<file path="src/rtl/seg_scan_ctrl_if.sv">
// Display-load and scan-output bundle for seg_scan_ctrl.
// The master side drives load/value/blanking; the slave side returns decoder and digit drive.
interface seg_scan_ctrl_if #(
   parameter int unsigned DIGITS = 4
);
   logic                  i_load;
   logic [4*DIGITS-1:0]   i_din;
   logic                  i_blz;
   logic [3:0]            o_code;
   logic [DIGITS-1:0]     o_an;
   logic                  o_pend;
   logic                  o_frame;

   modport master (
      output i_load, i_din, i_blz,
      input  o_code, o_an, o_pend, o_frame
   );

   modport slave (
      input  i_load, i_din, i_blz,
      output o_code, o_an, o_pend, o_frame
   );
endinterface

</file>
<file path="src/rtl/seg_scan_ctrl.sv">
// Multiplexed 7-segment scan controller: double-buffered display word, dead-time
// between digits, leading-zero blanking, updates applied only at frame boundaries.
module seg_scan_ctrl #(
   parameter int unsigned DIGITS = 4,
   parameter int unsigned DIV    = 50000,
   parameter int unsigned DEAD   = 4
) (
   input  logic            i_clk,
   input  logic            i_rst,
   seg_scan_ctrl_if.slave  bus
);
   localparam int unsigned CW = $clog2(DIV);
   localparam int unsigned IW = $clog2(DIGITS);
   localparam int unsigned DW = 4 * DIGITS;

   // r_cnt/r_idx hold the slot position that the next edge presents on the outputs
   logic [CW-1:0]     r_cnt;
   logic [IW-1:0]     r_idx;
   logic [DW-1:0]     r_shadow;
   logic [DW-1:0]     r_disp;
   logic              r_pend;
   logic              r_blank;
   logic [3:0]        r_code;
   logic [DIGITS-1:0] r_an;
   logic              r_frame;

   logic              w_bnd;
   logic              w_slot_start;
   logic [DW-1:0]     w_disp_nxt;
   logic              w_hi_zero;
   logic              w_blank;
   logic [3:0]        w_nib;
   logic [DIGITS-1:0] w_an_on;

   // Display word selection at the frame boundary and per-slot decode
   always_comb begin
      w_bnd        = (r_cnt == '0) && (r_idx == '0);
      w_slot_start = (r_cnt == '0);
      w_disp_nxt   = r_disp;
      if (w_bnd && bus.i_load) begin
         w_disp_nxt = bus.i_din;
      end else if (w_bnd && r_pend) begin
         w_disp_nxt = r_shadow;
      end
      w_hi_zero = 1'b1;
      for (int j = 0; j < int'(DIGITS); j++) begin
         if ((j >= int'(r_idx)) && (w_disp_nxt[4*j +: 4] != 4'd0)) begin
            w_hi_zero = 1'b0;
         end
      end
      // Blanking is decided once per slot so enables never glitch mid-slot
      w_blank = w_slot_start ? (bus.i_blz && (r_idx != '0) && w_hi_zero) : r_blank;
      w_nib   = w_disp_nxt[4*r_idx +: 4];
      w_an_on = ~(DIGITS'(1) << r_idx);
   end

   always_ff @(posedge i_clk) begin
      if (i_rst) begin
         r_cnt    <= '0;
         r_idx    <= '0;
         r_shadow <= '0;
         r_disp   <= '0;
         r_pend   <= 1'b0;
         r_blank  <= 1'b0;
         r_code   <= 4'd0;
         r_an     <= '1;
         r_frame  <= 1'b0;
      end else begin
         if (r_cnt == CW'(DIV - 1)) begin
            r_cnt <= '0;
            r_idx <= (r_idx == IW'(DIGITS - 1)) ? '0 : r_idx + IW'(1);
         end else begin
            r_cnt <= r_cnt + CW'(1);
         end
         r_disp <= w_disp_nxt;
         if (bus.i_load) begin
            r_shadow <= bus.i_din;
            r_pend   <= !w_bnd;
         end else if (w_bnd) begin
            r_pend   <= 1'b0;
         end
         r_blank <= w_blank;
         r_code  <= w_nib;
         r_an    <= ((r_cnt >= CW'(DEAD)) && !w_blank) ? w_an_on : '1;
         r_frame <= w_bnd;
      end
   end

   assign bus.o_code  = r_code;
   assign bus.o_an    = r_an;
   assign bus.o_pend  = r_pend;
   assign bus.o_frame = r_frame;
endmodule

</file>
<file path="src/flat_wrapper.sv">
// flat-port wrapper written by rule: the top's interface ports become plain ports
module seg_scan_ctrl_flat 
#(
   parameter int unsigned DIGITS = 4,
   parameter int unsigned DIV    = 50000,
   parameter int unsigned DEAD   = 4
)
  (i_clk, i_rst, bus_i_load, bus_i_din, bus_i_blz, bus_o_code, bus_o_an, bus_o_pend, bus_o_frame);
  seg_scan_ctrl_if #(.DIGITS(DIGITS)) bus_i ();
  input  logic i_clk;
  input  logic i_rst;
  input wire logic [$bits(bus_i.i_load)-1:0] bus_i_load;
  input wire logic [$bits(bus_i.i_din)-1:0] bus_i_din;
  input wire logic [$bits(bus_i.i_blz)-1:0] bus_i_blz;
  output wire logic [$bits(bus_i.o_code)-1:0] bus_o_code;
  output wire logic [$bits(bus_i.o_an)-1:0] bus_o_an;
  output wire logic [$bits(bus_i.o_pend)-1:0] bus_o_pend;
  output wire logic [$bits(bus_i.o_frame)-1:0] bus_o_frame;
  assign bus_i.i_load = bus_i_load;
  assign bus_i.i_din = bus_i_din;
  assign bus_i.i_blz = bus_i_blz;
  assign bus_o_code = bus_i.o_code;
  assign bus_o_an = bus_i.o_an;
  assign bus_o_pend = bus_i.o_pend;
  assign bus_o_frame = bus_i.o_frame;
  seg_scan_ctrl #(.DIGITS(DIGITS), .DIV(DIV), .DEAD(DEAD)) u_core (.i_clk(i_clk), .i_rst(i_rst), .bus(bus_i));
endmodule
</file>
<file path="config.mk">
export PLATFORM = sky130hd
export DESIGN_NAME = seg_scan_ctrl_flat
export DESIGN_NICKNAME = d
export VERILOG_FILES = /design/src/rtl/seg_scan_ctrl_if.sv /design/src/rtl/seg_scan_ctrl.sv /design/src/flat_wrapper.sv
export SDC_FILE = /design/constraint.sdc
export NUM_CORES = 1
export LEC_CHECK = 0
export ABC_AREA = 1
export BUFFER_PORTS_ARGS = -buffer_cell sky130_fd_sc_hd__clkbuf_2
export CORE_ASPECT_RATIO = 1.75
export CORE_MARGIN = 1.5
export CORE_UTILIZATION = 50
export CTS_CLUSTER_DIAMETER = 50
export DETAILED_ROUTE_END_ITERATION = 10
export PLACE_DENSITY_LB_ADDON = 0.15
export SLEW_MARGIN = 20
export SYNTH_ARGS = -nofsm -noshare
export SYNTH_HDL_FRONTEND = slang
export SYNTH_SLANG_ARGS = --single-unit
</file>
<file path="constraint.sdc">
create_clock -name i_clk -period 2.4 [get_ports i_clk]
set_input_delay 0.12 -clock i_clk [delete_from_list [all_inputs] [get_ports i_clk]]
set_output_delay 0.12 -clock i_clk [all_outputs]
set_load 0.02 [all_outputs]
</file>
== Word-level counts from Yosys, hierarchy flattened ==
Cells that the tools add are included.

* Output and inout port bits: 10
* Input port bits: 20
* Register bits after elaboration: 61
* Word-level logic and storage cells: 52

* Add/subtract/negate cells: 2
* Magnitude comparators: 4
* Equal/unequal tests: 2
* Reductions and logical operators: 21
* Mux-type cells: 10
* Shifts and indexed selects: 2
* Bitwise gates (word level): 2

{| class="wikitable"
|+ Operator list
! operator !! number
|-
| two-way mux 16 bit || 2
|-
| adder 16 x 1 -> 16 bit (second input constant) || 1
|-
| == test 16 bit (second input constant) || 1
|-
| greater-or-equal comparator 16 x 3 -> 1 bit (second input constant) || 1
|-
| zero test 16 bit || 1
|-
| nonzero test 4 bit || 4
|-
| variable part select 16 x 5 -> 4 bit || 1
|-
| logical AND 1 bit || 9
|-
| two-way mux 1 bit || 7
|-
| greater-or-equal comparator 1 x 2 -> 1 bit (first input constant) || 2
|-
| NOT 4 bit || 1
|-
| nonzero test 2 bit || 2
|-
| OR reduction 2 bit || 2
|-
| << shifter 1 x 2 -> 4 bit (first input constant) || 1
|-
| adder 2 x 1 -> 2 bit (second input constant) || 1
|-
| == test 2 bit (second input constant) || 1
|-
| greater-or-equal comparator 2 bit (first input constant) || 1
|-
| zero test 1 bit || 2
|-
| zero test 2 bit || 1
|-
| two-way mux 2 bit || 1
|-
| NOT 1 bit || 1
|}

== Longest topological paths before layout ==
* Depth in word-level cells: 17
* Gate-level depth with buffers: 15
* Mapped depth without buffers: 14

== Least setup slack after synthesis ==
Ideal clock, no wire load.

* Kind: reg-to-reg
* Start: register u_core.r_idx[0]
* End: register u_core.r_blank
* Data required time: 2.333 ns
* Slack: 0.423 ns
* Arrival time: 1.910 ns
* Cell stages (with the launch flop): 13
* Setup time: 0.067 ns
* Clock period less this slack: 1.977 ns
* Buffers on the path: 1
* Cell sequence: dfxtp_1 -> clkinv_1 -> ha_1 -> inv_1 -> nor2_8 -> nand2_4 -> buf_6 -> nand3_1 -> nand2_1 -> nand3_2 -> nor2_2 -> nand3_2 -> a21oi_2

* Longest elaborated chain between the ends: 13
* Elaborated cells on any way between the ends: 24
* Classes of those cells: 3 x order compare; 7 x mux; 14 x reduce/logical

{| class="wikitable"
|+ Ends and longest elaborated chain
! item !! line !! RTL
|-
| start, declared || seg_scan_ctrl.sv:18 || <nowiki>logic [IW-1:0] r_idx;</nowiki>
|-
| start signal, assigned || seg_scan_ctrl.sv:71 || <nowiki>r_idx <= (r_idx == IW'(DIGITS - 1)) ? '0 : r_idx + IW'(1);</nowiki>
|-
| zero test 2 bit || seg_scan_ctrl.sv:37 || <nowiki>w_bnd = (r_cnt == '0) && (r_idx == '0);</nowiki>
|-
| logical AND 1 bit || seg_scan_ctrl.sv:37 ||
|-
| logical AND 1 bit || seg_scan_ctrl.sv:42 || <nowiki>end else if (w_bnd && r_pend) begin</nowiki>
|-
| two-way mux 16 bit || seg_scan_ctrl.sv:42 ||
|-
| two-way mux 16 bit || seg_scan_ctrl.sv:40 || <nowiki>if (w_bnd && bus.i_load) begin</nowiki>
|-
| nonzero test 4 bit || seg_scan_ctrl.sv:47 || <nowiki>if ((j >= int'(r_idx)) && (w_disp_nxt[4*j +: 4] != 4'd0)) begin</nowiki>
|-
| logical AND 1 bit || seg_scan_ctrl.sv:47 ||
|-
| two-way mux 1 bit (4 in a row) || seg_scan_ctrl.sv:47 ||
|-
| logical AND 1 bit * || seg_scan_ctrl.sv:52 || <nowiki>w_blank = w_slot_start ? (bus.i_blz && (r_idx != '0) && w_hi_zero) : r_blank;</nowiki>
|-
| two-way mux 1 bit * || seg_scan_ctrl.sv:52 ||
|-
| end signal, assigned || seg_scan_ctrl.sv:82 || <nowiki>r_blank <= w_blank;</nowiki>
|-
| end, declared || seg_scan_ctrl.sv:22 || <nowiki>logic r_blank;</nowiki>
|}

Every way passes the cells marked *; elsewhere a longest branch is shown, timed or not.
A chain may end at the register's enable or synchronous reset.

== Final worst setup path ==
* Start: register u_core.r_cnt[2]
* End: register u_core.r_cnt[15]

* Longest elaborated chain between the ends: 2
* Elaborated cells on any way between the ends: 3
* Classes of those cells: 1 x add/sub; 1 x eq/ne; 1 x reduce/logical

{| class="wikitable"
|+ Ends and longest elaborated chain
! item !! line !! RTL
|-
| start, declared || seg_scan_ctrl.sv:17 || <nowiki>logic [CW-1:0] r_cnt;</nowiki>
|-
| start signal, assigned || seg_scan_ctrl.sv:73 || <nowiki>r_cnt <= r_cnt + CW'(1);</nowiki>
|-
| parallel branches: the longest is 2 deep, another holds adder 16 x 1 -> 16 bit || -- ||
|}

Parallel ways; which one is timed is not known.

==> summary.md <==
| Metric | Value |
|---|---|
| Status | `finished, final reports clean` |
| P&R area growth vs syn | `16.26%` |
| Initial antenna violation count | `0` |
| DRT iter0 DRCs | `124` |
| Worst path buffer plus inverter count | `1` |
| 1st-pass router iterations | `6` |
| Setup bufs post-CTS | `0` |
| Total leakage power | `1.449 nW` |
| Met2 WL post-DR | `3845 um` |
| Crit path max fanout | `5` |
| Drt total wl | `6800 um` |
| Tot GR Track Use | `24.35%` |
| Dpl cells | `479` |
| Maxcap violations | `0` |
| Clk Latency, worst-skew pair | `0.34 ns` |
| Die W | `60.28 um` |
| Antenna viol nets, final | `0` |
| Clock skew | `0.005491 ns` |
| Nets | `441` |
| Clock Power Share | `41.4%` |
| Switching Fraction | `25.91%` |
| Total congestion overflow | `0` |
| WL met1 | `2518 um` |
| Min Tclk post-route | `2.121 ns` |
| Mean post-synth cell area | `7.573 um^2` |
| Fin Setup TNS | `0 ns` |
| Initial Util | `51.81%` |
| Critical Path End Type | `flop` |
| Largest stage delay, worst path | `0.40 ns` |
| Slowest cell on crit path | `dfxtp_1` |
| Die height | `103.2 um` |
| R2R Setup Slk | `0.28 ns` |
| Post-synth top area share | `42.55%` |
| N_diodes | `0` |
| CTS Hold Bufs | `0` |
| I/O Buffers | `29` |
| CTS Buf Count | `9` |
| Layout cells sized above 1 | `19.33%` |
| Synth unique cells | `37` |
| Synth async-reset ratio | `0%` |
| Vias in the first global route | `2503` |
| Clk root buf | `clkbuf_8` |
| Synth Warn # | `0` |
| First-pass GRT wire length | `11050 um` |
| Crit share post-route | `88.37%` |
| Fin cells | `495` |
| CTS tree | `done` |
| Slew Limit Fails | `0` |
| Critical path arrival | `2.35 ns` |
| Psw | `0.6431 mW` |
| Crit-path cells | `nand3_1 -> nor2_1 -> nand2_1 -> nor2_1 -> inv_1 -> nor2_1 -> nand2_1 -> nor4_1 -> nand3_1 -> o21ai_0 -> a21oi_1` |
| Core ar. | `5540 um^2` |
| Post-synthesis sequential area ratio | `42.55%` |
| Post-CTS sizing | `0` |
| DR WL met3 | `187 um` |
| Worst setup margin | `0.2790 ns` |
| Combinational power share | `14.5%` |
| Min-delay src | `bus_i_din[13]` |
| Crit. Startpoint | `u_core.r_cnt[2]$_SDFF_PP0_` |
| Pwr Density | `743.9 nW/um^2` |
| Top Ports | `30` |
| Post-synthesis cell count | `379` |
| Slew Limit Headroom | `58.12%` |
| Critical Path Source Type | `flop` |
| Crit path max-delay family | `simple AND/OR/NAND/NOR gates` |
| Synth area leaders | `dfxtp_1, nand3_1, nand2_1, nor2_1, inv_1` |
| Measured slew at the worst slew-check pin | `0.6276 ns` |
| GP Congestion | `0.8419` |
| Vias/cell | `5.188` |
| Final Setup Violations | `0` |
| Crit Path Category | `flop to flop` |
| HP Class | `input pin to flop` |
| Final hold vios | `0` |
| Syn Nets | `406` |
| FMAX | `471.5 MHz` |
| Pint | `1.839 mW` |
| Avg WL per Cell | `13.74 um` |
| Row Count | `36` |
| RSZ-0062 raised after global routing | `no` |
| Highest routed layer | `met4` |
| Top FF cell, synth | `dfxtp_1` |
| IR Drop Worst-Case VDD | `0.0006624 V` |
| Final HPWL DP | `5133 um` |
| Sequential Power Share | `44.2%` |
| CTS Sinks | `61` |
| Vias post-DR | `2568` |
| Cell taking the most area after synthesis | `dfxtp_1` |
| Worst r2r src | `u_core.r_cnt[2]$_SDFF_PP0_` |
| Mapped cell area | `2870 um^2` |
| Required @ worst endpoint | `2.63 ns` |
| Dpl ws | `0.2690 ns` |
| Number of synthesized flops with an enable pin | `0` |
| CTS H-tree lvls | `3` |
| #FFs+latches synth | `61` |
| DRC | `0` |
| Largest net degree at the start of global routing | `27` |
| Worst path most repeated cell | `nor2_1` |
| Worst-path clk slew | `0.07 ns` |
| Die Area | `6222 um^2` |
| Clock tree buffer depth | `2` |
## routing by layer
layer,track usage [%],vias to the layer above
met2,47.32,49
met1,22.22,1175
li1,-,1325
met3,5.224,19
met4,12.99,0
met5,0,-
## stage by stage
| step | power [mW] | area (um^2) | utilization (%) | hold WS (ns) |
|---|---|---|---|---|
| floorplan | 1.381 | 2870 | - | 0.2549 |
| CTS | 2.502 | 3332 | 60.14 | 0.01172 |
| detailed placement | 1.478 | 3107 | 56.07 | 0.3757 |
| global placement | 1.472 | 3107 | 56.07 | 0.3706 |
| global route | 2.600 | 3337 | 60.23 | 0.03509 |
| finish | 2.482 | 3337 | 60.23 | 0.02226 |
## cell type report
class                      count  area [um^2]
fill                         531         2203
timing repair buffer          39        220.2
clock inverter                 4        70.07
sequential                    61         1221
multi-input combinational    257         1403
clock buffer                  12        155.1
inverter                      46        172.7
tap                           76        95.09
## Yosys cell counts (3+ instances only)
master,n
buf_2,3
nor2_2,4
or2_2,6
o211ai_1,13
nand4_1,6
nand3_1,41
ha_1,7
nand3_2,4
clkbuf_1,9
nand2_2,3
nand2_1,52
a21oi_1,32
inv_1,43
nor4_1,3
nor2_1,45
dfxtp_1,61
o21ai_0,21
## flip-flops by register name (all words and copies together) (netlist names)
name	count
u_core.r_shadow	16
u_core.bus.o_frame	1
u_core.r_idx	2
u_core.r_blank	1
u_core.bus.o_an	4
u_core.r_disp	16
u_core.bus.o_code	4
u_core.r_cnt	16
u_core.bus.o_pend	1
## worst register-to-register path: cells and delay by family, from the launching register on
family	cells	cell delay, ns
buffers and inverters	1	0.07
AOI/OAI and AO/OA	2	0.24
and+or+nand+nor	8	1.31
DFF	1	0.40
## final timing paths
| check | end | cells after the start |
|---|---|---|
| min | u_core.r_shadow[13]$_SDFFE_PP0P_ | 3 |
| min reg2reg | u_core.r_shadow[10]$_SDFFE_PP0P_ | 2 |
| max reg2reg | u_core.r_cnt[15]$_SDFF_PP0_ | 11 |
| max | u_core.r_cnt[15]$_SDFF_PP0_ | 11 |
## layout by cell type (no fill, tap or decap), types with 2 or more instances in the layout
| cell | instances |
|---|---|
| dfxtp_1 | 61 |
| nand2_1 | 52 |
| nor2_1 | 45 |
| inv_1 | 43 |
| nand3_1 | 41 |
| a21oi_1 | 32 |
| clkbuf_2 | 29 |
| o21ai_0 | 21 |
| o211ai_1 | 13 |
| clkbuf_8 | 11 |
| buf_4 | 10 |
| ha_1 | 7 |
| or2_2 | 6 |
| nand4_1 | 6 |
| nor2_2 | 4 |
| nand3_2 | 4 |
| nand2_2 | 3 |
| nor4_1 | 3 |
| clkinv_1 | 2 |
| nor2_4 | 2 |
| nand2_4 | 2 |
| xnor2_1 | 2 |
| nor3b_1 | 2 |
| clkinv_2 | 2 |
| bufinv_16 | 2 |
## power groups by stage
| stage | combinational [mW] | sequential, mW | clock, mW |
|---|---|---|---|
| 4_1_cts | 0.361 | 1.10 | 1.04 |
| 6_report | 0.359 | 1.10 | 1.03 |
| 5_1_grt | 0.404 | 1.10 | 1.09 |
| 3_5_place_dp | 0.359 | 1.12 | 0 |
| 2_1_floorplan | 0.256 | 1.13 | 0 |
| 3_3_place_gp | 0.356 | 1.12 | 0 |
## cell families after synthesis
kind of cell               synth area share [%]
AOI/OAI and AO/OA                         14.86
DFF                                       42.55
and+or+nand+nor                           30.17
xor gates and xnor gates                 0.6104
adders and majority gates                 3.051
buffers and inverters                     8.762
(Power assumes the default switching activity.)
